<file path="config.mk">
export PLATFORM = sky130hd
export DESIGN_NAME = tpm_tis_ctrl
export DESIGN_NICKNAME = d
export VERILOG_FILES = /design/src/rtl/tpm_tis_pkg.sv /design/src/rtl/sync_edge.sv /design/src/rtl/tpm_tis_ctrl.sv
export SDC_FILE = /design/constraint.sdc
export NUM_CORES = 1
export LEC_CHECK = 0
export ABC_AREA = 1
export BUFFER_PORTS_ARGS = -buffer_cell sky130_fd_sc_hd__buf_4
export CAP_MARGIN = 20
export CORE_ASPECT_RATIO = 0.9
export CORE_MARGIN = 2
export CORE_UTILIZATION = 35
export CTS_CLUSTER_DIAMETER = 40
export CTS_CLUSTER_SIZE = 25
export DETAILED_ROUTE_END_ITERATION = 7
export SETUP_SLACK_MARGIN = 0.2
export SLEW_MARGIN = 25
export SYNTH_ARGS = -nofsm -noshare
export SYNTH_HDL_FRONTEND = slang
export SYNTH_SLANG_ARGS = --single-unit
export TNS_END_PERCENT = 50
</file>
<file path="constraint.sdc">
create_clock -name clk_i -period 10 [get_ports clk_i]
set_input_delay 0 -clock clk_i [delete_from_list [all_inputs] [get_ports clk_i]]
set_output_delay 0 -clock clk_i [all_outputs]
set_load 0.005 [all_outputs]
</file>
<file path="src/rtl/tpm_tis_pkg.sv">
// Shared types and constants for the TPM TIS locality-0 controller:
// state encoding, register offsets and ACCESS/STS bit positions.
package tpm_tis_pkg;

  typedef enum logic [2:0] {
    ST_IDLE,
    ST_READY,
    ST_RECEPTION,
    ST_EXEC_CMD,
    ST_EXEC_RSP,
    ST_COMPLETION
  } tis_state_e;

  localparam logic [15:0] REG_ACCESS    = 16'h0000;
  localparam logic [15:0] REG_STS       = 16'h0018;
  localparam logic [15:0] REG_DATA_FIFO = 16'h0024;
  localparam logic [15:0] REG_DID_VID   = 16'h0F00;
  localparam logic [15:0] REG_RID       = 16'h0F04;

  localparam int ACC_REQUEST_USE = 1;
  localparam int ACC_ACTIVE      = 5;
  localparam int ACC_REG_VALID   = 7;

  localparam int STS_EXPECT      = 3;
  localparam int STS_DATA_AVAIL  = 4;
  localparam int STS_GO          = 5;
  localparam int STS_CMD_READY   = 6;
  localparam int STS_VALID       = 7;

  // Command header: tag(2) + big-endian size(4); size is known once this many bytes are in.
  localparam int CMD_HDR_LEN = 6;

  function automatic logic same_dword(input logic [15:0] a, input logic [15:0] b);
    return a[15:2] == b[15:2];
  endfunction

endpackage

</file>
<file path="src/rtl/sync_edge.sv">
// Two-flop synchroniser for an asynchronous level, plus single-cycle
// rise/fall pulses derived from the synchronised value.
module sync_edge (
  input  logic clk,
  input  logic rst_n,
  input  logic async_in,
  output logic level,
  output logic rise,
  output logic fall
);

  logic [2:0] sr;

  // NOTE: clocked state uses non-blocking assignments so every flop samples the pre-edge value.
  always_ff @(posedge clk or negedge rst_n) begin
    if (!rst_n) sr <= '0;
    else        sr <= {sr[1:0], async_in};
  end

  assign level = sr[1];
  assign rise  = sr[1] & ~sr[2];
  assign fall  = ~sr[1] & sr[2];

endmodule

</file>
<file path="src/rtl/tpm_tis_ctrl.sv">
// TPM TIS locality-0 register/FIFO controller: SPI-side byte handshakes,
// command/response buffer and the TIS command state machine.
module tpm_tis_ctrl
  import tpm_tis_pkg::*;
#(
  parameter int          BUF_DEPTH = 64,
  parameter logic [31:0] DID_VID   = 32'h0001_1AF4,
  parameter logic [7:0]  RID       = 8'h00
) (
  input  logic        clk_i,
  input  logic        rst_n_i,
  input  logic        spi_cs_i,
  input  logic [15:0] spi_addr_i,
  input  logic [7:0]  spi_data_i,
  input  logic        spi_wr_i,
  output logic        spi_wr_done_o,
  input  logic        spi_req_i,
  output logic [7:0]  spi_data_o,
  output logic        spi_rd_o,
  output logic [7:0]  cmd_data_o,
  output logic        cmd_valid_o,
  output logic        cmd_last_o,
  input  logic        cmd_ready_i,
  input  logic [7:0]  rsp_data_i,
  input  logic        rsp_valid_i,
  input  logic        rsp_last_i,
  output logic        rsp_ready_o
);

  localparam int PTR_W = $clog2(BUF_DEPTH) + 1;
  localparam int IDX_W = PTR_W - 1;
  typedef logic [PTR_W-1:0] ptr_t;
  localparam ptr_t DEPTH_P = ptr_t'(BUF_DEPTH);

  logic cs_level, cs_rise_unused, cs_fall_unused;
  logic wr_rise, wr_level_unused, wr_fall_unused;
  logic req_rise, req_fall, req_level_unused;

  sync_edge u_cs_sync (.clk(clk_i), .rst_n(rst_n_i), .async_in(spi_cs_i),
                       .level(cs_level), .rise(cs_rise_unused), .fall(cs_fall_unused));
  sync_edge u_wr_sync (.clk(clk_i), .rst_n(rst_n_i), .async_in(spi_wr_i),
                       .level(wr_level_unused), .rise(wr_rise), .fall(wr_fall_unused));
  sync_edge u_req_sync (.clk(clk_i), .rst_n(rst_n_i), .async_in(spi_req_i),
                        .level(req_level_unused), .rise(req_rise), .fall(req_fall));

  tis_state_e  state, state_next;
  logic        active;
  ptr_t        wr_ptr, rd_ptr, rsp_len;
  logic [31:0] cmd_size;
  logic [15:0] offset, eff_addr;
  logic [7:0]  mem [BUF_DEPTH];

  assign eff_addr = spi_addr_i + offset;

  logic hit_access, hit_sts, hit_fifo, hit_did, hit_rid;
  assign hit_access = eff_addr == REG_ACCESS;
  assign hit_sts    = same_dword(eff_addr, REG_STS);
  assign hit_fifo   = same_dword(eff_addr, REG_DATA_FIFO);
  assign hit_did    = same_dword(eff_addr, REG_DID_VID);
  assign hit_rid    = eff_addr == REG_RID;

  // A write edge always wins over a coincident req edge.
  logic rd_fetch, rd_consume, sts_wr, cmd_ready_wr, go_wr, fifo_wr;
  assign rd_fetch     = req_rise & ~wr_rise;
  assign rd_consume   = req_fall & ~wr_rise;
  assign sts_wr       = wr_rise & active & (eff_addr == REG_STS);
  assign cmd_ready_wr = sts_wr & spi_data_i[STS_CMD_READY];
  assign go_wr        = sts_wr & spi_data_i[STS_GO] & ~spi_data_i[STS_CMD_READY];
  assign fifo_wr      = wr_rise & active & hit_fifo;

  logic expect_bit, data_avail, buf_full, oversize;
  assign expect_bit = (state == ST_RECEPTION) &&
                      ((wr_ptr < ptr_t'(CMD_HDR_LEN)) || (32'(wr_ptr) < cmd_size));
  assign data_avail = (state == ST_COMPLETION) && (rd_ptr < rsp_len);
  assign buf_full   = wr_ptr == DEPTH_P;
  assign oversize   = cmd_size > 32'(BUF_DEPTH);

  logic [15:0] burst_count;
  logic [7:0]  sts_byte0, rd_value;

  // NOTE: every signal assigned in always_comb gets a default first, so no latch is inferred.
  always_comb begin
    burst_count = '0;
    case (state)
      ST_READY, ST_RECEPTION: burst_count = 16'(DEPTH_P - wr_ptr);
      ST_COMPLETION:          burst_count = 16'(rsp_len - rd_ptr);
      default:                burst_count = '0;
    endcase
  end

  always_comb begin
    sts_byte0                 = '0;
    sts_byte0[STS_VALID]      = 1'b1;
    sts_byte0[STS_CMD_READY]  = state == ST_READY;
    sts_byte0[STS_DATA_AVAIL] = data_avail;
    sts_byte0[STS_EXPECT]     = expect_bit;

    rd_value = 8'hFF;
    if (hit_access) begin
      rd_value                = '0;
      rd_value[ACC_REG_VALID] = 1'b1;
      rd_value[ACC_ACTIVE]    = active;
    end else if (hit_sts) begin
      case (eff_addr[1:0])
        2'd0:    rd_value = sts_byte0;
        2'd1:    rd_value = burst_count[7:0];
        2'd2:    rd_value = burst_count[15:8];
        default: rd_value = 8'h00;
      endcase
    end else if (hit_fifo) begin
      rd_value = (active && data_avail) ? mem[rd_ptr[IDX_W-1:0]] : 8'hFF;
    end else if (hit_did) begin
      rd_value = DID_VID[{eff_addr[1:0], 3'b000} +: 8];
    end else if (hit_rid) begin
      rd_value = RID;
    end
  end

  logic ptr_clear, fifo_store, cmd_adv, rsp_store, rd_adv, rd_clear;

  always_comb begin
    state_next  = state;
    ptr_clear   = 1'b0;
    fifo_store  = 1'b0;
    cmd_adv     = 1'b0;
    rsp_store   = 1'b0;
    rd_adv      = 1'b0;
    rd_clear    = 1'b0;
    cmd_valid_o = 1'b0;
    rsp_ready_o = 1'b0;
    case (state)
      ST_IDLE: if (cmd_ready_wr) begin
        state_next = ST_READY;
        ptr_clear  = 1'b1;
      end
      ST_READY: begin
        if (cmd_ready_wr) ptr_clear = 1'b1;
        else if (fifo_wr) begin
          state_next = ST_RECEPTION;
          fifo_store = 1'b1;
        end
      end
      ST_RECEPTION: begin
        if (cmd_ready_wr) begin
          state_next = ST_READY;
          ptr_clear  = 1'b1;
        end else if (fifo_wr) begin
          fifo_store = expect_bit & ~buf_full;
        end else if (go_wr) begin
          if (!expect_bit) state_next = ST_EXEC_CMD;
          // A full buffer holding a truncated oversize command cannot complete; discard it.
          else if (buf_full && oversize) begin
            state_next = ST_READY;
            ptr_clear  = 1'b1;
          end
        end
      end
      ST_EXEC_CMD: begin
        cmd_valid_o = 1'b1;
        if (cmd_ready_i) begin
          cmd_adv = 1'b1;
          if (cmd_last_o) state_next = ST_EXEC_RSP;
        end
      end
      ST_EXEC_RSP: begin
        rsp_ready_o = 1'b1;
        if (rsp_valid_i) begin
          rsp_store = 1'b1;
          if (rsp_last_i || rsp_len == DEPTH_P - 1'b1) begin
            state_next = ST_COMPLETION;
            rd_clear   = 1'b1;
          end
        end
      end
      ST_COMPLETION: begin
        if (cmd_ready_wr) begin
          state_next = ST_READY;
          ptr_clear  = 1'b1;
        end else if (rd_consume && hit_fifo && active && data_avail) begin
          rd_adv = 1'b1;
        end
      end
      default: state_next = ST_IDLE;
    endcase
  end

  // rd_ptr doubles as the command streaming pointer during EXEC_CMD.
  assign cmd_last_o = cmd_valid_o && (rd_ptr == wr_ptr - 1'b1);
  assign cmd_data_o = cmd_valid_o ? mem[rd_ptr[IDX_W-1:0]] : 8'h00;

  always_ff @(posedge clk_i or negedge rst_n_i) begin
    if (!rst_n_i) state <= ST_IDLE;
    else          state <= state_next;
  end

  always_ff @(posedge clk_i or negedge rst_n_i) begin
    if (!rst_n_i) begin
      wr_ptr   <= '0;
      rd_ptr   <= '0;
      rsp_len  <= '0;
      cmd_size <= '0;
    end else if (ptr_clear) begin
      wr_ptr   <= '0;
      rd_ptr   <= '0;
      rsp_len  <= '0;
      cmd_size <= '0;
    end else begin
      if (fifo_store) begin
        wr_ptr <= wr_ptr + 1'b1;
        case (wr_ptr)
          ptr_t'(2): cmd_size[31:24] <= spi_data_i;
          ptr_t'(3): cmd_size[23:16] <= spi_data_i;
          ptr_t'(4): cmd_size[15:8]  <= spi_data_i;
          ptr_t'(5): cmd_size[7:0]   <= spi_data_i;
          default: ;
        endcase
      end
      if (rd_clear)              rd_ptr <= '0;
      else if (cmd_adv || rd_adv) rd_ptr <= rd_ptr + 1'b1;
      if (rsp_store) rsp_len <= rsp_len + 1'b1;
    end
  end

  // NOTE: the buffer has no reset so it maps onto RAM; pointers gate every read of stale data.
  always_ff @(posedge clk_i) begin
    if (fifo_store)     mem[wr_ptr[IDX_W-1:0]]  <= spi_data_i;
    else if (rsp_store) mem[rsp_len[IDX_W-1:0]] <= rsp_data_i;
  end

  always_ff @(posedge clk_i or negedge rst_n_i) begin
    if (!rst_n_i) begin
      active        <= 1'b0;
      offset        <= '0;
      spi_wr_done_o <= 1'b0;
      spi_rd_o      <= 1'b0;
      spi_data_o    <= '0;
    end else begin
      spi_wr_done_o <= wr_rise;
      if (wr_rise && hit_access) begin
        if (spi_data_i[ACC_ACTIVE])           active <= 1'b0;
        else if (spi_data_i[ACC_REQUEST_USE]) active <= 1'b1;
      end
      if (cs_level)                   offset <= '0;
      else if (wr_rise || rd_consume) offset <= offset + 1'b1;
      if (rd_fetch) begin
        spi_data_o <= rd_value;
        spi_rd_o   <= 1'b1;
      end else if (rd_consume) begin
        spi_rd_o   <= 1'b0;
      end
    end
  end

endmodule

</file>
==> impl_metrics.env <==
export IMPL_start_util=0.3539
export IMPL_drtAntennaViolNets=0
export IMPL_r2r_end="mem[3][2]"
export IMPL_status="finished, final reports clean"
export IMPL_path_delay_family="buffers and inverters"
export IMPL_syn_area_um2=27030
export IMPL_cts_resized=0
export IMPL_path_common_cell="nand3_1"
export IMPL_synth_top_area_cell="edfxtp_1"
export IMPL_swShare=0.2210
export IMPL_port_buffers=60
export IMPL_fin_crit_ns=4.964
export IMPL_synth_seq_area_share=0.6530
export IMPL_ctsHoldBuffers=16
export IMPL_layout_worst_path_cycle_share=0.4964
export IMPL_clk_path_buf_depth=3
export IMPL_vias=19860
export IMPL_track_usage=0.1886
export IMPL_max_freq_mhz=201.5
export IMPL_grt_max_degree=130
export IMPL_synth_nets=2613
export IMPL_maxCapViolations=0
export IMPL_fp_dieH_um=267.7
export IMPL_synthToLayoutAreaGrowth_pct=14.49
export IMPL_synth_common_cells="edfxtp_1 (512), nor2_1 (424), nand2_1 (347), o21ai_0 (297), nand3_1 (167)"
export IMPL_grt_pass1_vias=18870
export IMPL_power_frac_seq=0.503
export IMPL_pwr_share_comb=0.027
export IMPL_drv_slew=0
export IMPL_yosysWarnings=0
export IMPL_nFillCells=7303
export IMPL_synth_top_area_frac=0.5687
export IMPL_grt_overflow=0
export IMPL_drc_errors=0
export IMPL_core_area_um2=76390
export IMPL_power_mw=5.451
export IMPL_rows=96
export IMPL_r2r_start="offset[0]"
export IMPL_p_int_mw=4.246
export IMPL_ys_types=49
export IMPL_clock_root_buffer="clkbuf_16"
export IMPL_hold_class="in -> reg"
export IMPL_die_w_um=297.0
export IMPL_max_slew_margin_rel=0.3214
export IMPL_place_gp_congestion=0.9836
export IMPL_rsz0062_at_grt="false"
export IMPL_power_frac_clock=0.469
export IMPL_synth_edf_count=512
export IMPL_grt_pass1_wl_mm=114.9
export IMPL_r2r_slack_ns=5.36
export IMPL_fin_skew_ns=0.03724
export IMPL_cp_slowest_cell="buf_4"
export IMPL_crit_arrival_ns=4.96
export IMPL_dieArea_um2=79480
export IMPL_criticalPathCategory="reg -> out"
export IMPL_clk_pin_slew_ns=0.07
export IMPL_clock_latency_ns=0.61
export IMPL_hold_viol_final=0
export IMPL_synthArstFlopShare=0.1509
export IMPL_wl_mm=76.08
export IMPL_routedWlPerCell_um=20.80
export IMPL_crit_buf_inv=3
export IMPL_synth_area_leaders="edfxtp_1 (57%), dfrtp_1 (8.4%), nor2_1 (5.9%), o21ai_0 (5.5%), nand2_1 (4.8%)"
export IMPL_critPathCaptureType="output pin"
export IMPL_cts_sink_count=603
export IMPL_reg2reg_depth=15
export IMPL_start_kind="flop"
export IMPL_worst_pin_slew_ns=1.018
export IMPL_htree_levels=3
export IMPL_worstSetupStartpoint="rd_ptr[0]"
export IMPL_nets=2652
export IMPL_hold_end="rd_ptr[1]"
export IMPL_powerDensity_nw_per_um2=176.1
export IMPL_yosysMostFrequentCell="edfxtp_1"
export IMPL_drt_initial_drc_count=2207
export IMPL_finalSetupTns_ns=0
export IMPL_dr_pass1_iters=7
export IMPL_crit_cells=9
export IMPL_ir_worst_vdd_mv=0.1034
export IMPL_hold_path_depth=4
export IMPL_crit_required_ns=10.00
export IMPL_min_delay_start="rsp_last_i"
export IMPL_final_setup_viol_count=0
export IMPL_ys_ff_latch=603
export IMPL_cts_buffers=66
export IMPL_postCtsSetupBuffers=0
export IMPL_cp_cell_sequence="inv_6 -> buf_4 -> o21ai_0 -> o211ai_1 -> nand3_1 -> nand3_1 -> nand3_1 -> a21oi_1 -> buf_4"
export IMPL_syn_inst=2536
export IMPL_power_leakage_nw=11.14
export IMPL_cts_tree="built"
export IMPL_ys_flop_type="edfxtp_1"
export IMPL_max_stage_delay_ns=0.88
export IMPL_antenna_found_initial=1
export IMPL_hpwl_mm=48.37
export IMPL_p_switching_mw=1.205
export IMPL_ios=61
export IMPL_vias_per_cell=5.430
export IMPL_crit_fanout=129
export IMPL_syn_avg_cell_area_um2=10.66
export IMPL_drive_gt1_frac=0.09551
## cell usage in the layout (no fill, tap or decap), types with 15 or more instances in the layout
cell type      instances
a21oi_1               75
nor2_1               422
edfxtp_1             512
buf_4                 72
xor2_1                16
clkbuf_16             66
nand4_1               32
nor3_1                15
nand3_1              167
o21ai_1               25
o21ai_0              296
dlygate4sd3_1         15
o211ai_1              31
o221ai_1              34
a22oi_1               26
inv_1                151
ha_1                  35
dfrtp_1               89
nand2_1              340
o22ai_1               55
## cell type report
| cell class | count | area, µm² | share of cell area |
|---|---|---|---|
| Tap cell | 1029 | 1287 | 0.04160 |
| Inverter | 164 | 620.6 | 0.02005 |
| Sequential cell | 603 | 17660 | 0.5706 |
| Multi-Input combinational cell | 1651 | 8374 | 0.2706 |
| Clock buffer | 73 | 1678 | 0.05421 |
| Clock inverter | 48 | 606.8 | 0.01961 |
| Timing Repair Buffer | 89 | 721.9 | 0.02333 |
| Antenna cell | 1 | 2.502 | 0.00008085 |
## worst max path at each step
stage / to / slack (ns)
2_1_floorplan: mem[0][5] / 6.01
3_3_place_gp: mem[3][0] / 5.48
3_5_place_dp: mem[51][3] / 5.42
4_1_cts: cmd_data_o[2] / 5.09
5_1_grt: cmd_data_o[5] / 4.84
6_report: cmd_data_o[5] / 5.04
## state kept, by name, indices dropped and copies added, names as in the netlist
signal / cells
mem: 512
rd_ptr: 7
wr_ptr: 7
spi_rd_o: 1
active: 1
spi_data_o: 8
spi_wr_done_o: 1
state: 3
rsp_len: 7
u_req_sync.sr: 3
u_wr_sync.sr: 3
u_cs_sync.sr: 2
cmd_size: 32
offset: 16
## routing by layer
layer	GRT usage	part of all wire	up-vias
met2	0.2891	0.44	890
met1	0.2667	0.45	9725
li1	-	-	9127
met3	0.04437	0.085	120
met5	0	0	-
met4	0.05501	0.025	0
## kinds of logic (layout without fill, tap and decap cells)
kind of cell	count (synthesis)	count (layout)	share of synthesized area
xor gates and xnor gates	20	20	0.006479
DFF	603	603	0.6530
and+or+nand+nor	1037	1037	0.1639
AOI/OAI and AO/OA	557	557	0.1175
other	0	1	0
buffers and inverters	282	374	0.04147
adders and majority gates	37	37	0.01768
## metrics by stage
stage	area [µm²]	setup WS, ns	utilization	std cells	hold WS, ns
after floorplan	27030	6.009	-	2536	-0.2956
after global placement	28440	5.477	0.3723	3520	0.01333
after detailed placement	28480	5.420	0.3729	3520	0.03035
after CTS	30940	5.095	0.4050	3657	0.007293
after global routing	30950	4.844	0.4051	3657	0.02434
final	30950	5.036	0.4052	3658	0.02860
## tightest hold or removal path, cell delays in order
cell and delay, ns:
buf_4 0.10, nor2_1 0.10, o21ai_2 0.33, a21oi_1 0.06
## power by group through the flow
stage,logic (mW),clock network (mW),registers [mW]
finish,0.149,2.56,2.74
global route,0.167,2.69,2.74
CTS,0.153,2.59,2.74
detailed placement,0.147,0,2.80
global placement,0.148,0,2.80
floorplan,0.0666,0,2.80
(Power assumes the default switching activity.)
